$ cat config.mk
export PLATFORM = sky130hd
export DESIGN_NAME = mmio_uart_tx
export DESIGN_NICKNAME = d
export VERILOG_FILES = /design/src/rtl/mmio_uart_pkg.sv /design/src/rtl/byte_fifo.sv /design/src/rtl/mmio_uart_tx.sv
export SDC_FILE = /design/constraint.sdc
export NUM_CORES = 1
export LEC_CHECK = 0
export ABC_AREA = 0
export CORE_ASPECT_RATIO = 1.5
export CORE_MARGIN = 10
export CORE_UTILIZATION = 45
export CTS_CLUSTER_DIAMETER = 40
export DETAILED_ROUTE_END_ITERATION = 8
export PLACE_DENSITY = 0.77
export SYNTH_ARGS = -nofsm -noshare
export SYNTH_HDL_FRONTEND = slang
export SYNTH_SLANG_ARGS = --single-unit
$ cat constraint.sdc
create_clock -name clock -period 3.05 [get_ports clock]
set_input_delay 0.7625 -clock clock [delete_from_list [all_inputs] [get_ports clock]]
set_output_delay 0.7625 -clock clock [all_outputs]
set_load 0.01 [all_outputs]
$ cat src/rtl/mmio_uart_pkg.sv
// mmio_uart_pkg: register offsets, status bit positions and FSM state type
package mmio_uart_pkg;

   localparam logic [31:0] TXDATA_OFFSET = 32'd0;
   localparam logic [31:0] STATUS_OFFSET = 32'd4;

   localparam int FULL_BIT     = 0;
   localparam int EMPTY_BIT    = 1;
   localparam int OVERFLOW_BIT = 2;
   localparam int BUSY_BIT     = 3;
   localparam int COUNT_LSB    = 8;

   typedef enum logic [1:0] {IDLE, START, DATA, STOP} uart_state_t;

endpackage

$ cat src/rtl/byte_fifo.sv
// byte_fifo: synchronous byte FIFO; a push while full is taken only alongside a pop
module byte_fifo #(
   parameter int DEPTH = 8
) (
   input  logic                     clock,
   input  logic                     reset,
   input  logic                     push,
   input  logic [7:0]               push_data,
   input  logic                     pop,
   output logic [7:0]               pop_data,
   output logic                     full,
   output logic                     empty,
   output logic [$clog2(DEPTH):0]   count
);

   localparam int AW = $clog2(DEPTH);

   logic [7:0]    mem_q [DEPTH];
   logic [AW-1:0] wr_ptr_q;
   logic [AW-1:0] rd_ptr_q;
   logic [AW:0]   count_q;
   logic          do_push;
   logic          do_pop;

   assign full     = count_q == (AW+1)'(DEPTH);
   assign empty    = count_q == '0;
   assign count    = count_q;
   assign pop_data = mem_q[rd_ptr_q];
   assign do_pop   = pop && !empty;
   assign do_push  = push && (!full || do_pop);

   // Storage needs no reset; only valid entries are ever read out
   always_ff @(posedge clock) begin
      if (do_push) mem_q[wr_ptr_q] <= push_data;
   end

   // Pointers wrap naturally at DEPTH; count tells full from empty
   always_ff @(posedge clock) begin
      if (reset) begin
         wr_ptr_q <= '0;
         rd_ptr_q <= '0;
         count_q  <= '0;
      end else begin
         if (do_push) wr_ptr_q <= wr_ptr_q + 1'b1;
         if (do_pop) rd_ptr_q <= rd_ptr_q + 1'b1;
         count_q <= count_q + (AW+1)'(do_push) - (AW+1)'(do_pop);
      end
   end

endmodule

$ cat src/rtl/mmio_uart_tx.sv
// mmio_uart_tx: memory-mapped 8N1 UART transmitter with byte FIFO and status register
module mmio_uart_tx
   import mmio_uart_pkg::*;
#(
   parameter logic [31:0] BASE_ADDRESS   = 32'hFFFF_FF00,
   parameter int          CLOCKS_PER_BIT = 16,
   parameter int          FIFO_DEPTH     = 8
) (
   input  logic        clock,
   input  logic        reset,
   input  logic [31:0] address,
   input  logic [31:0] write_data,
   input  logic        write_memory,
   output logic [31:0] read_data,
   output logic        hit,
   output logic        tx
);

   localparam int CW = $clog2(CLOCKS_PER_BIT);
   localparam int NW = $clog2(FIFO_DEPTH) + 1;

   logic          sel_tx;
   logic          sel_status;
   logic          push_req;
   logic          clear_req;
   logic          pop;
   logic [7:0]    pop_data;
   logic          fifo_full;
   logic          fifo_empty;
   logic [NW-1:0] fifo_count;
   logic          last_tick;
   logic          unused_bits;

   uart_state_t   state_q, state_d;
   logic [CW-1:0] cnt_q, cnt_d;
   logic [2:0]    idx_q, idx_d;
   logic [7:0]    shift_q, shift_d;
   logic          tx_q, tx_d;
   logic          overflow_q, overflow_d;

   assign sel_tx      = address == BASE_ADDRESS + TXDATA_OFFSET;
   assign sel_status  = address == BASE_ADDRESS + STATUS_OFFSET;
   assign hit         = sel_tx || sel_status;
   assign push_req    = write_memory && sel_tx;
   assign clear_req   = write_memory && sel_status && write_data[OVERFLOW_BIT];
   assign last_tick   = cnt_q == CW'(CLOCKS_PER_BIT - 1);
   assign tx          = tx_q;
   assign unused_bits = ^write_data[31:8];

   byte_fifo #(.DEPTH(FIFO_DEPTH)) u_fifo (
      .clock     (clock),
      .reset     (reset),
      .push      (push_req),
      .push_data (write_data[7:0]),
      .pop       (pop),
      .pop_data  (pop_data),
      .full      (fifo_full),
      .empty     (fifo_empty),
      .count     (fifo_count)
   );

   // Status word is visible only at the STATUS address; everything else reads zero
   always_comb begin
      read_data = '0;
      if (sel_status) begin
         read_data[FULL_BIT]          = fifo_full;
         read_data[EMPTY_BIT]         = fifo_empty;
         read_data[OVERFLOW_BIT]      = overflow_q;
         read_data[BUSY_BIT]          = state_q != IDLE;
         read_data[COUNT_LSB +: NW]   = fifo_count;
      end
   end

   // A dropped push sets overflow even when a clear lands on the same edge
   always_comb begin
      overflow_d = (push_req && fifo_full && !pop) ? 1'b1 : clear_req ? 1'b0 : overflow_q;
   end

   // Frame sequencer; the stop bit's last cycle chains straight into the next start bit
   always_comb begin
      state_d = state_q;
      cnt_d   = last_tick ? '0 : cnt_q + 1'b1;
      idx_d   = idx_q;
      shift_d = shift_q;
      pop     = 1'b0;
      case (state_q)
         IDLE: begin
            cnt_d = '0;
            if (!fifo_empty) begin
               pop     = 1'b1;
               shift_d = pop_data;
               state_d = START;
            end
         end
         START: begin
            if (last_tick) begin
               idx_d   = '0;
               state_d = DATA;
            end
         end
         DATA: begin
            if (last_tick) begin
               shift_d = shift_q >> 1;
               idx_d   = idx_q + 3'd1;
               if (idx_q == 3'd7) state_d = STOP;
            end
         end
         STOP: begin
            if (last_tick) begin
               if (!fifo_empty) begin
                  pop     = 1'b1;
                  shift_d = pop_data;
                  state_d = START;
               end else begin
                  state_d = IDLE;
               end
            end
         end
         default: state_d = IDLE;
      endcase
      tx_d = (state_d == START) ? 1'b0 : (state_d == DATA) ? shift_d[0] : 1'b1;
   end

   // Sequencer, line driver and overflow flag registers
   always_ff @(posedge clock) begin
      if (reset) begin
         state_q    <= IDLE;
         cnt_q      <= '0;
         idx_q      <= '0;
         shift_q    <= '0;
         tx_q       <= 1'b1;
         overflow_q <= 1'b0;
      end else begin
         state_q    <= state_d;
         cnt_q      <= cnt_d;
         idx_q      <= idx_d;
         shift_q    <= shift_d;
         tx_q       <= tx_d;
         overflow_q <= overflow_d;
      end
   end

endmodule

==> summary.txt <==
clock slew at the register clock pins of the worst setup and hold paths -> 0.06 ns
number of distinct library cells after synthesis -> 50
worst-skew pair later-pin latency -> 0.33 ns
reg-to-reg critical path startpoint -> state_q[0]$_SDFF_PP0_
count of vias placed by the detailed router -> 2,799
first drt pass iteration count -> 4
final weighted congestion of routability-driven global placement -> 0.770
CTS tree -> built
Yosys top cell by area -> sky130_fd_sc_hd__edfxtp_1
power per cell area -> 659 mW/mm²
relative contribution of sequential cells to total power -> 0.434
clock tree skew after final layout -> 0.00492 ns
fraction of registers with async set or reset after synthesis -> 0
outcome -> complete, no violations
initial antenna violation count -> 0
starting density of the core -> 0.457
final period demand of the worst path -> 2.99 ns
floorplan die height -> 141 µm
Setup crit start kind -> input pin
area growth from synthesis to layout -> 23.6%
area share of the largest cell type after synthesis -> 0.437
dominant cell by count in the synthesized netlist -> sky130_fd_sc_hd__edfxtp_1
Hold Path Stages -> 1
switching power as a share of total power -> 0.300
Syn Inst Count -> 334
kind of capture point of the worst setup path -> primary output
worst stage delay on the critical path -> 0.46 ns
worst setup slack after placement -> -0.761 ns
CTS buffer count -> 9
critical path's slowest cell -> sky130_fd_sc_hd__clkdlybuf4s50_1
post-route ant nets -> 0
post-synthesis register bit count -> 96
Gate power share -> 0.280
max-slew headroom at the worst pin -> 0.567
number of cell instances on the worst register-to-register path -> 10
pin count of the biggest net entering global routing -> 30
Final Setup Violations -> 0
Vias/cell -> 5.36
placement row count -> 44
first-pass GRT wire length -> 14,800 µm
number of design-rule violations left by the first detailed-router iteration -> 131
max-slew violations -> 0
total die area -> 0.0142 mm²
fraction of layout instances using a drive strength above 1 -> 0.206
vias in the first global route -> 2,978
Worst Hold End -> cnt_q[0]$_SDFF_PP0_
count of synthesis-stage warnings from yosys -> 0
detailed placement HPWL -> 6490 µm
core footprint -> 0.00963 mm²
cell area after synthesis -> 0.00440 mm²
commonest register cell after synthesis -> sky130_fd_sc_hd__edfxtp_1
sequence of cells on the critical path -> clkdlybuf4s50_1, nand4_1, nor4_4, and2_4, nand2_8, nor2_1, buf_2
fraction of power consumed by the clock network -> 0.286
WP data arrival -> 2.23 ns
I/O pin count -> 101
Die W -> 101 µm
clk sink count -> 96
HP Class -> flop to flop
switching power -> 0.00108 W
CTS H-tree depth -> 3
number of buffers added on ports -> 52
Mean Syn Cell Area -> 13.2 µm²
leakage power of the design -> 2.04 nW
global route total overflow -> 0
setup ws final -> 0.0555 ns
worst flop-to-flop path endpoint -> u_fifo.count[3]$_SDFF_PP0_
achievable clock frequency -> 334 MHz
required time of the critical path -> 2.29 ns
top cells by area in the synthesized netlist -> sky130_fd_sc_hd__edfxtp_1 44%, sky130_fd_sc_hd__dfxtp_1 15%, sky130_fd_sc_hd__mux4_2 8.2%, sky130_fd_sc_hd__ha_1 4.5%, sky130_fd_sc_hd__buf_4 4.1%
total negative setup slack -> 0 ns
critical setup path kind -> input pin to primary output
clock root cell -> sky130_fd_sc_hd__clkbuf_16
WL final -> 9210 µm
detailed-route wire length per cell -> 17.6 µm
Worst Hold Slack -> 0.464 ns
fraction of the yosys area taken by sequential cells -> 0.582
antenna fix cells -> 0
detailed-route DRC error count -> 0
setup slack of the worst register-to-register path -> 0.34 ns
Int Pwr -> 0.00251 W
most used standard cells in the synthesized netlist -> 64 x sky130_fd_sc_hd__edfxtp_1, 32 x sky130_fd_sc_hd__dfxtp_1, 30 x sky130_fd_sc_hd__nor2_1
number of buffers added to fix hold violations after cts -> 0
peak fanout along the critical path -> 8
beginning of the worst hold path -> cnt_q[0]$_SDFF_PP0_
maximum number of buffers from clock root to sink -> 2
total count of hold-check failures in the final report -> 0
nets -> 487
EDFF count, synth -> 64
number of maximum-capacitance violations -> 0
part of the cycle the worst path needs -> 0.982
all-layer global routing usage -> 0.131
measured slew at the worst slew-check pin -> 0.650 ns
maximum vdd ir drop -> 0.433 mV
==> layout by cell type (no fill, tap or decap), types with 2 or more instances in the layout <==
master	instances
sky130_fd_sc_hd__mux4_2	16
sky130_fd_sc_hd__dfxtp_1	32
sky130_fd_sc_hd__o22ai_1	7
sky130_fd_sc_hd__a22oi_1	8
sky130_fd_sc_hd__nor3_1	5
sky130_fd_sc_hd__a21oi_1	10
sky130_fd_sc_hd__clkbuf_16	9
sky130_fd_sc_hd__buf_12	4
sky130_fd_sc_hd__nor2_2	5
sky130_fd_sc_hd__and3_1	4
sky130_fd_sc_hd__a21o_1	2
sky130_fd_sc_hd__nor4_4	2
sky130_fd_sc_hd__nand2b_1	2
sky130_fd_sc_hd__nor2b_1	2
sky130_fd_sc_hd__nor3b_1	2
sky130_fd_sc_hd__and4b_1	2
sky130_fd_sc_hd__a31oi_1	2
sky130_fd_sc_hd__clkinv_4	2
sky130_fd_sc_hd__nand3_1	5
sky130_fd_sc_hd__o21ai_0	13
sky130_fd_sc_hd__dlygate4sd2_1	3
sky130_fd_sc_hd__xor2_1	2
sky130_fd_sc_hd__clkinvlp_4	2
sky130_fd_sc_hd__edfxtp_1	64
sky130_fd_sc_hd__ha_1	16
sky130_fd_sc_hd__nand2_1	13
sky130_fd_sc_hd__or4_1	2
sky130_fd_sc_hd__xnor2_1	4
sky130_fd_sc_hd__nor2_1	24
sky130_fd_sc_hd__buf_4	17
sky130_fd_sc_hd__nand4_1	5
sky130_fd_sc_hd__clkbuf_2	2
sky130_fd_sc_hd__nor4b_2	2
sky130_fd_sc_hd__buf_2	8
sky130_fd_sc_hd__clkdlybuf4s50_1	30
sky130_fd_sc_hd__clkdlybuf4s15_1	3
sky130_fd_sc_hd__inv_1	11
sky130_fd_sc_hd__mux2i_1	10
sky130_fd_sc_hd__dlymetal6s2s_1	5
sky130_fd_sc_hd__conb_1	24
==> power groups by stage <==
| stage | Sequential (W) | Combinational, W | Clock, W |
|---|---|---|---|
| floorplan | 0.00157 | 0.000762 | 0 |
| global placement | 0.00158 | 0.000959 | 0 |
| detailed placement | 0.00159 | 0.000996 | 0 |
| CTS | 0.00156 | 0.00101 | 0.00104 |
| global route | 0.00157 | 0.00113 | 0.00109 |
| finish | 0.00156 | 0.00100 | 0.00103 |
==> cells by family (layout without fill, tap and decap cells) <==
kind of cell,count (synthesis),count (layout),share of synthesized area
flops,96,96,0.582
simple gates,90,90,0.117
buf+inv,49,99,0.0628
other cells,1,24,0.000852
fa+ha+maj,17,17,0.0500
compound gates,49,49,0.0702
mux,26,26,0.105
xor+xnor,6,6,0.0119
==> flip-flops by register name (all words and copies together) (netlist names), named ones only <==
| register | count |
|---|---|
| u_fifo.mem_q | 64 |
| shift_q | 8 |
| cnt_q | 4 |
| u_fifo.count | 4 |
| idx_q | 3 |
| u_fifo.rd_ptr_q | 3 |
| u_fifo.wr_ptr_q | 3 |
| state_q | 2 |
| overflow_q | 1 |
| tx | 1 |
==> cell type report <==
| cell class | count | area, µm² |
|---|---|---|
| fillers | 755 | 4190 |
| flip-flops and latches | 96 | 2560 |
| multi-input cells | 212 | 1740 |
| repair buffers | 73 | 688 |
| clock buffers | 9 | 225 |
| well taps | 115 | 144 |
| clock inverters | 6 | 46.3 |
| inverters | 11 | 41.3 |
==> stage by stage <==
| stage | cell area [µm²] | total power (W) | util | instances |
|---|---|---|---|---|
| 2_1_floorplan | 4510 | 0.00233 | - | 357 |
| 3_3_place_gp | 5140 | 0.00254 | 0.534 | 506 |
| 3_5_place_dp | 5140 | 0.00258 | 0.534 | 506 |
| 4_1_cts | 5380 | 0.00361 | 0.559 | 521 |
| 5_1_grt | 5440 | 0.00379 | 0.565 | 522 |
| 6_report | 5440 | 0.00359 | 0.565 | 522 |
==> critical path, delay by kind of cell <==
kind / cells / cell delay [ns]
AND/OR/NAND/NOR: 5 / 0.87
buffers and inverters: 2 / 0.59
==> how the worst max path moves through the flow <==
stage / start / to / slack (ns) / cells after the start
global placement: address[1] / read_data[2] / -0.71 / 7
detailed placement: address[1] / read_data[2] / -0.76 / 7
global route: address[24] / read_data[0] / -0.00002 / 7
CTS: address[7] / read_data[1] / 0.02 / 7
floorplan: address[1] / u_fifo.mem_q[1][0]$_DFFE_PP_ / 0.04 / 5
finish: address[30] / read_data[0] / 0.06 / 7
==> repair_timing <==
item / 4_1_cts / 5_1_grt
resized for setup: 52 / 20
endpoints found under the setup margin: 9 / 8
pin swaps: 5 / 7
setup buffers: 0 / 1
==> layer usage <==
metal  routed length, µm  global-route usage  vias up  part of all wire
met5                   0                   0        -                 0
met1                3540               0.142     1361              0.38
met3                 537              0.0328       12             0.058
li1                    -                   -     1356                 -
met2                4990               0.236       70              0.54
met4                 144              0.0440        0             0.016
Note: power is estimated with default switching activity, not from simulation.
